`src/rtl/ssp_tx_arbiter.sv`:
```
// ssp_tx_arbiter: four-way round-robin arbiter that feeds bytes from the
// current packet owner into the SSP Tx FIFO. At most one byte is taken every
// two cycles, which matches the serial byte rate. A stalled owner is released
// after TIMEOUT idle cycles.
//
// Handshake: REQ[i] is the valid flag for byte REQDATA[8i+7:8i]. ACK[i] is
// the ready/consume strobe. The byte moves only in a cycle where both are
// high, and it is written to the FIFO (PWRITE/PWDATA) on the next edge. A
// requester must hold REQ, LAST and the data stable until it sees ACK.
module ssp_tx_arbiter #(
  parameter logic [7:0] TIMEOUT = 8'd255
) (
  input  logic        PCLK,
  input  logic        CLEAR,
  input  logic [3:0]  REQ,
  input  logic [3:0]  LAST,
  input  logic [31:0] REQDATA,
  input  logic        TxFULL,
  output logic [3:0]  GNT,
  output logic [3:0]  ACK,
  output logic        PWRITE,
  output logic [7:0]  PWDATA,
  output logic        BUSY,
  output logic [1:0]  OWNER,
  output logic        ERR
);

  // A timeout of zero would release an owner before it could send anything,
  // so it is treated as one.
  localparam logic [7:0] TIMEOUT_EFF = (TIMEOUT == 8'd0) ? 8'd1 : TIMEOUT;

  typedef enum logic {
    IDLE = 1'b0,
    OWN  = 1'b1
  } state_t;

  state_t      state_q, state_d;
  logic [3:0]  gnt_q, gnt_d;
  logic        pwrite_q, pwrite_d;
  logic [7:0]  pwdata_q, pwdata_d;
  logic [1:0]  owner_q, owner_d;
  logic [1:0]  ptr_q, ptr_d;
  logic [7:0]  idle_cnt_q, idle_cnt_d;
  logic        err_q, err_d;

  logic        owner_req;
  logic        owner_last;
  logic [7:0]  owner_byte;
  logic        accept;
  logic        idle_cycle;
  logic        timeout_hit;
  logic        sel_found;
  logic [1:0]  sel_idx;

  // Owner-side view of the request bus, and the accept/idle/timeout events.
  always_comb begin
    owner_req   = REQ[owner_q];
    owner_last  = LAST[owner_q];
    owner_byte  = REQDATA[{owner_q, 3'b000} +: 8];
    accept      = (state_q == OWN) && owner_req && !TxFULL && !pwrite_q;
    idle_cycle  = (state_q == OWN) && !owner_req && !TxFULL && !pwrite_q;
    timeout_hit = (state_q == OWN) && (idle_cnt_q == TIMEOUT_EFF) && !accept;
  end

  // Round-robin search from ptr_q. The loop runs downward so that the
  // smallest offset from the pointer is the one that sticks.
  always_comb begin
    logic [1:0] idx;
    sel_found = 1'b0;
    sel_idx   = ptr_q;
    idx       = ptr_q;
    for (int i = 3; i >= 0; i--) begin
      idx = ptr_q + i[1:0];
      if (REQ[idx]) begin
        sel_found = 1'b1;
        sel_idx   = idx;
      end
    end
  end

  // Next-state and next-output logic for the IDLE/OWN machine.
  always_comb begin
    state_d    = state_q;
    gnt_d      = gnt_q;
    owner_d    = owner_q;
    ptr_d      = ptr_q;
    idle_cnt_d = idle_cnt_q;
    err_d      = 1'b0;
    pwrite_d   = accept;
    pwdata_d   = accept ? owner_byte : pwdata_q;

    case (state_q)
      IDLE: begin
        if (sel_found) begin
          state_d    = OWN;
          owner_d    = sel_idx;
          gnt_d      = 4'b0001 << sel_idx;
          idle_cnt_d = 8'd0;
        end
      end
      OWN: begin
        if (accept) begin
          idle_cnt_d = 8'd0;
          if (owner_last) begin
            state_d = IDLE;
            gnt_d   = 4'b0000;
            ptr_d   = owner_q + 2'd1;
          end
        end else if (timeout_hit) begin
          state_d = IDLE;
          gnt_d   = 4'b0000;
          ptr_d   = owner_q + 2'd1;
          err_d   = 1'b1;
        end else if (idle_cycle) begin
          idle_cnt_d = idle_cnt_q + 8'd1;
        end
      end
      default: begin
        state_d = IDLE;
        gnt_d   = 4'b0000;
      end
    endcase
  end

  // State register. CLEAR overrides every other event.
  always_ff @(posedge PCLK) begin
    if (CLEAR) begin
      state_q    <= IDLE;
      gnt_q      <= 4'b0000;
      pwrite_q   <= 1'b0;
      pwdata_q   <= 8'h00;
      owner_q    <= 2'd0;
      ptr_q      <= 2'd0;
      idle_cnt_q <= 8'd0;
      err_q      <= 1'b0;
    end else begin
      state_q    <= state_d;
      gnt_q      <= gnt_d;
      pwrite_q   <= pwrite_d;
      pwdata_q   <= pwdata_d;
      owner_q    <= owner_d;
      ptr_q      <= ptr_d;
      idle_cnt_q <= idle_cnt_d;
      err_q      <= err_d;
    end
  end

  // Output mapping. BUSY doubles as the visible FSM state.
  always_comb begin
    ACK    = accept ? (4'b0001 << owner_q) : 4'b0000;
    GNT    = gnt_q;
    PWRITE = pwrite_q;
    PWDATA = pwdata_q;
    BUSY   = (state_q == OWN);
    OWNER  = owner_q;
    ERR    = err_q;
  end

endmodule
```
`config.mk`:
```
export PLATFORM = sky130hd
export DESIGN_NAME = ssp_tx_arbiter
export DESIGN_NICKNAME = d
export VERILOG_FILES = /design/src/rtl/ssp_tx_arbiter.sv
export SDC_FILE = /design/constraint.sdc
export NUM_CORES = 1
export LEC_CHECK = 0
export CAP_MARGIN = 10
export CORE_MARGIN = 2
export CORE_UTILIZATION = 43
export CTS_CLUSTER_SIZE = 40
export DETAILED_ROUTE_END_ITERATION = 6
export PLACE_DENSITY = 0.8
export SLEW_MARGIN = 0
export SYNTH_ARGS = -nofsm -noshare
export SYNTH_HDL_FRONTEND = slang
export SYNTH_SLANG_ARGS = --single-unit
```
`constraint.sdc`:
```
create_clock -name PCLK -period 2.7 [get_ports PCLK]
set_clock_uncertainty 0.15 [all_clocks]
set_input_delay 0.27 -clock PCLK [delete_from_list [all_inputs] [get_ports PCLK]]
set_output_delay 0.27 -clock PCLK [all_outputs]
set_load 0.02 [all_outputs]
```
==> flow_metrics.env <==
export IMPL_grt_use_total_pct=19.10
export IMPL_fin_tns_setup_ps=0
export IMPL_clkTransAtPathRegs_ps=90
export IMPL_reg2reg_from="OWNER[0]"
export IMPL_min_path_type="flop to flop"
export IMPL_cp_arrival_ps=2120
export IMPL_postSynthCellCount=175
export IMPL_end_kind="primary output"
export IMPL_hold_viol_final=0
export IMPL_worstSetupStartpointType="primary input"
export IMPL_worst_slack_ps=158.2
export IMPL_seq_area_frac_synth_pct=34.15
export IMPL_synth_seq_cells=27
export IMPL_drive_gt1_share_pct=12.40
export IMPL_io_buffers=63
export IMPL_cts_htree_levels=1
export IMPL_power_frac_comb_pct=25.1
export IMPL_path_max_fanout=8
export IMPL_syn_num_nets=223
export IMPL_synth_main_ff_cell="dfxtp_1"
export IMPL_clockPowerShare_pct=26.4
export IMPL_status="finished, final reports clean"
export IMPL_clock_latency_ps=270
export IMPL_dr_total_vias=1521
export IMPL_async_reset_ff_share_pct=0
export IMPL_drc=0
export IMPL_final_max_slew_violation_count=0
export IMPL_setup_violations=0
export IMPL_grt_remaining_overflow=0
export IMPL_grt_first_pass_wirelength_um=6265
export IMPL_timing_fmax_ghz=0.3934
export IMPL_swShare_pct=25.64
export IMPL_max_slew_worst_pin_slew_ps=598.7
export IMPL_required_ps=2280
export IMPL_p_leak_uw=0.0007862
export IMPL_cts_hold_buf=0
export IMPL_avgSynthCellArea_um2=9.044
export IMPL_postRouteAntennaNets=0
export IMPL_dr_pass1_iters=4
export IMPL_peakVddDrop_uv=191.9
export IMPL_wl_um=3673
export IMPL_drt_iter0_markers=58
export IMPL_internal_power_uw=640.7
export IMPL_worstRegToRegCells=5
export IMPL_p_seq_share_pct=48.5
export IMPL_ys_warn_count=0
export IMPL_min_to="PWDATA[2]"
export IMPL_avgViaCountPerCell=5.245
export IMPL_ys_types=39
export IMPL_cts_resized=0
export IMPL_nets=291
export IMPL_r2r_setup_slack_ps=540
export IMPL_grt_max_degree=16
export IMPL_netlist_area_um2=1583
export IMPL_gp_congestion=0.7697
export IMPL_whs_path_depth=2
export IMPL_die_area_um2=4182
export IMPL_pre_cts_ws_ps=149.2
export IMPL_grt_pass1_vias=1498
export IMPL_path_class="primary input to primary output"
export IMPL_die_x_um=64.67
export IMPL_drv_cap=0
export IMPL_antenna_found_initial=0
export IMPL_die_h_um=64.67
export IMPL_avgRoutedWirePerCell_um=12.67
export IMPL_cts_buffers=3
export IMPL_rows=22
export IMPL_hpwl_um=2887
export IMPL_n_antenna_cell=0
export IMPL_relSlewSlack_pct=59.72
export IMPL_hold_start="PWDATA[2]"
export IMPL_period_needed_ps=2542
export IMPL_synth_edf_count=0
export IMPL_ios=64
export IMPL_period_share_pct=94.14
export IMPL_rsz0062_at_grt="no"
export IMPL_r2r_end="GNT[3]"
export IMPL_clkSinkCount=27
export IMPL_p_per_area_nw_per_um2=369.6
export IMPL_syn2layout_area_growth_pct=47.27
export IMPL_switching_power_uw=220.9
export IMPL_cts_tree="done"
export IMPL_cts_setup_buffers=0
export IMPL_clk_root_buffer_cell="clkbuf_8"
export IMPL_coreArea_um2=3606
export IMPL_cts_max_path_buffers=2
export IMPL_initial_utilization_pct=43.89
logic make-up after synthesis:
family	after synthesis	share of synthesized area (%)
adders and majority gates	5	3.953
xor gates and xnor gates	6	3.320
DFF	27	34.15
and+or+nand+nor	81	25.53
muxes	12	15.73
AOI/OAI and AO/OA	28	12.41
buffers and inverters	16	4.901
area by class of cell:
type                            instances  area (um2)
Multi-Input combinational cell        132       964.7
Sequential cell                        27       540.5
Fill cell                             298        1275
Clock buffer                            4       45.04
Tap cell                               48       60.06
Inverter                                8       30.03
Timing Repair Buffer                   71       690.7
per-stage QoR:
stage / std cells / instance area, um2 / power, uW / hold WS [ps] / util (%)
CTS: 290 / 2331 / 866.0 / 310.8 / 64.64
finish: 290 / 2331 / 861.6 / 308.2 / 64.64
global placement: 286 / 2286 / 641.0 / 291.2 / 63.39
floorplan: 175 / 1583 / 534.1 / 300.3 / -
global route: 290 / 2331 / 901.0 / 334.9 / 64.64
detailed placement: 286 / 2286 / 643.7 / 299.0 / 63.39
placed cells by master, fill, tap and decap left out, types with 4 or more instances in the layout:
| cell type | count |
|---|---|
| a21oi_1 | 14 |
| and3_1 | 4 |
| buf_4 | 8 |
| clkdlybuf4s50_1 | 63 |
| dfxtp_1 | 27 |
| ha_1 | 5 |
| inv_1 | 7 |
| mux4_2 | 10 |
| nand2_1 | 27 |
| nand3_1 | 5 |
| nor2_1 | 18 |
| nor4_1 | 6 |
| xnor2_1 | 6 |
power by group through the flow:
stage               combinational [uW]  clock, uW  sequential, uW
floorplan                         93.2          0             441
global route                       237        245             419
global placement                   214          0             427
finish                             216        228             418
CTS                                217        231             418
detailed placement                 217          0             427
state kept, by name, indices dropped and copies added (netlist names):
name and cells:
PWRITE 1, ptr_q 2, GNT 4, PWDATA 8, idle_cnt_q 8, BUSY 1, OWNER 2, ERR 1
routing by layer:
metal  share of wire [%]  global-route usage, %  up-vias
met5                   0                      0        -
met4                 1.1                  5.319        0
met3                 9.9                  5.556        6
met2                  48                  32.81       71
met1                  41                  23.32      684
li1                    -                      -      760
cells in the mapped netlist (all sizes together) (3+ instances only):
cell type | count | area share, %
xnor2 | 6 | 3.3
nand3 | 5 | 1.6
and3 | 4 | 1.6
nor2 | 18 | 4.3
dfxtp | 27 | 34
inv | 8 | 1.9
nand2 | 27 | 6.4
ha | 5 | 4.0
or4 | 3 | 1.7
nor2b | 4 | 1.7
nor3 | 3 | 0.95
mux4 | 10 | 14
o21ai | 3 | 0.95
clkbuf | 4 | 0.95
buf | 4 | 2.1
a21oi | 16 | 5.5
nor4 | 6 | 2.4
worst max-delay path, stage by stage:
cell             delay, ps
clkdlybuf4s50_1        500
mux4_2                 590
and3_1                 230
clkdlybuf4s50_1        540
worst max path at each step:
stage	start	to	slack [ps]
floorplan	OWNER[0]	GNT[2]	520
global placement	REQ[0]	ACK[3]	160
detailed placement	REQ[0]	idle_cnt_q[7]	150
CTS	REQ[0]	ACK[3]	150
global route	REQ[1]	ACK[3]	80
finish	REQ[1]	ACK[3]	160
Note: power is estimated with default switching activity, not from simulation.
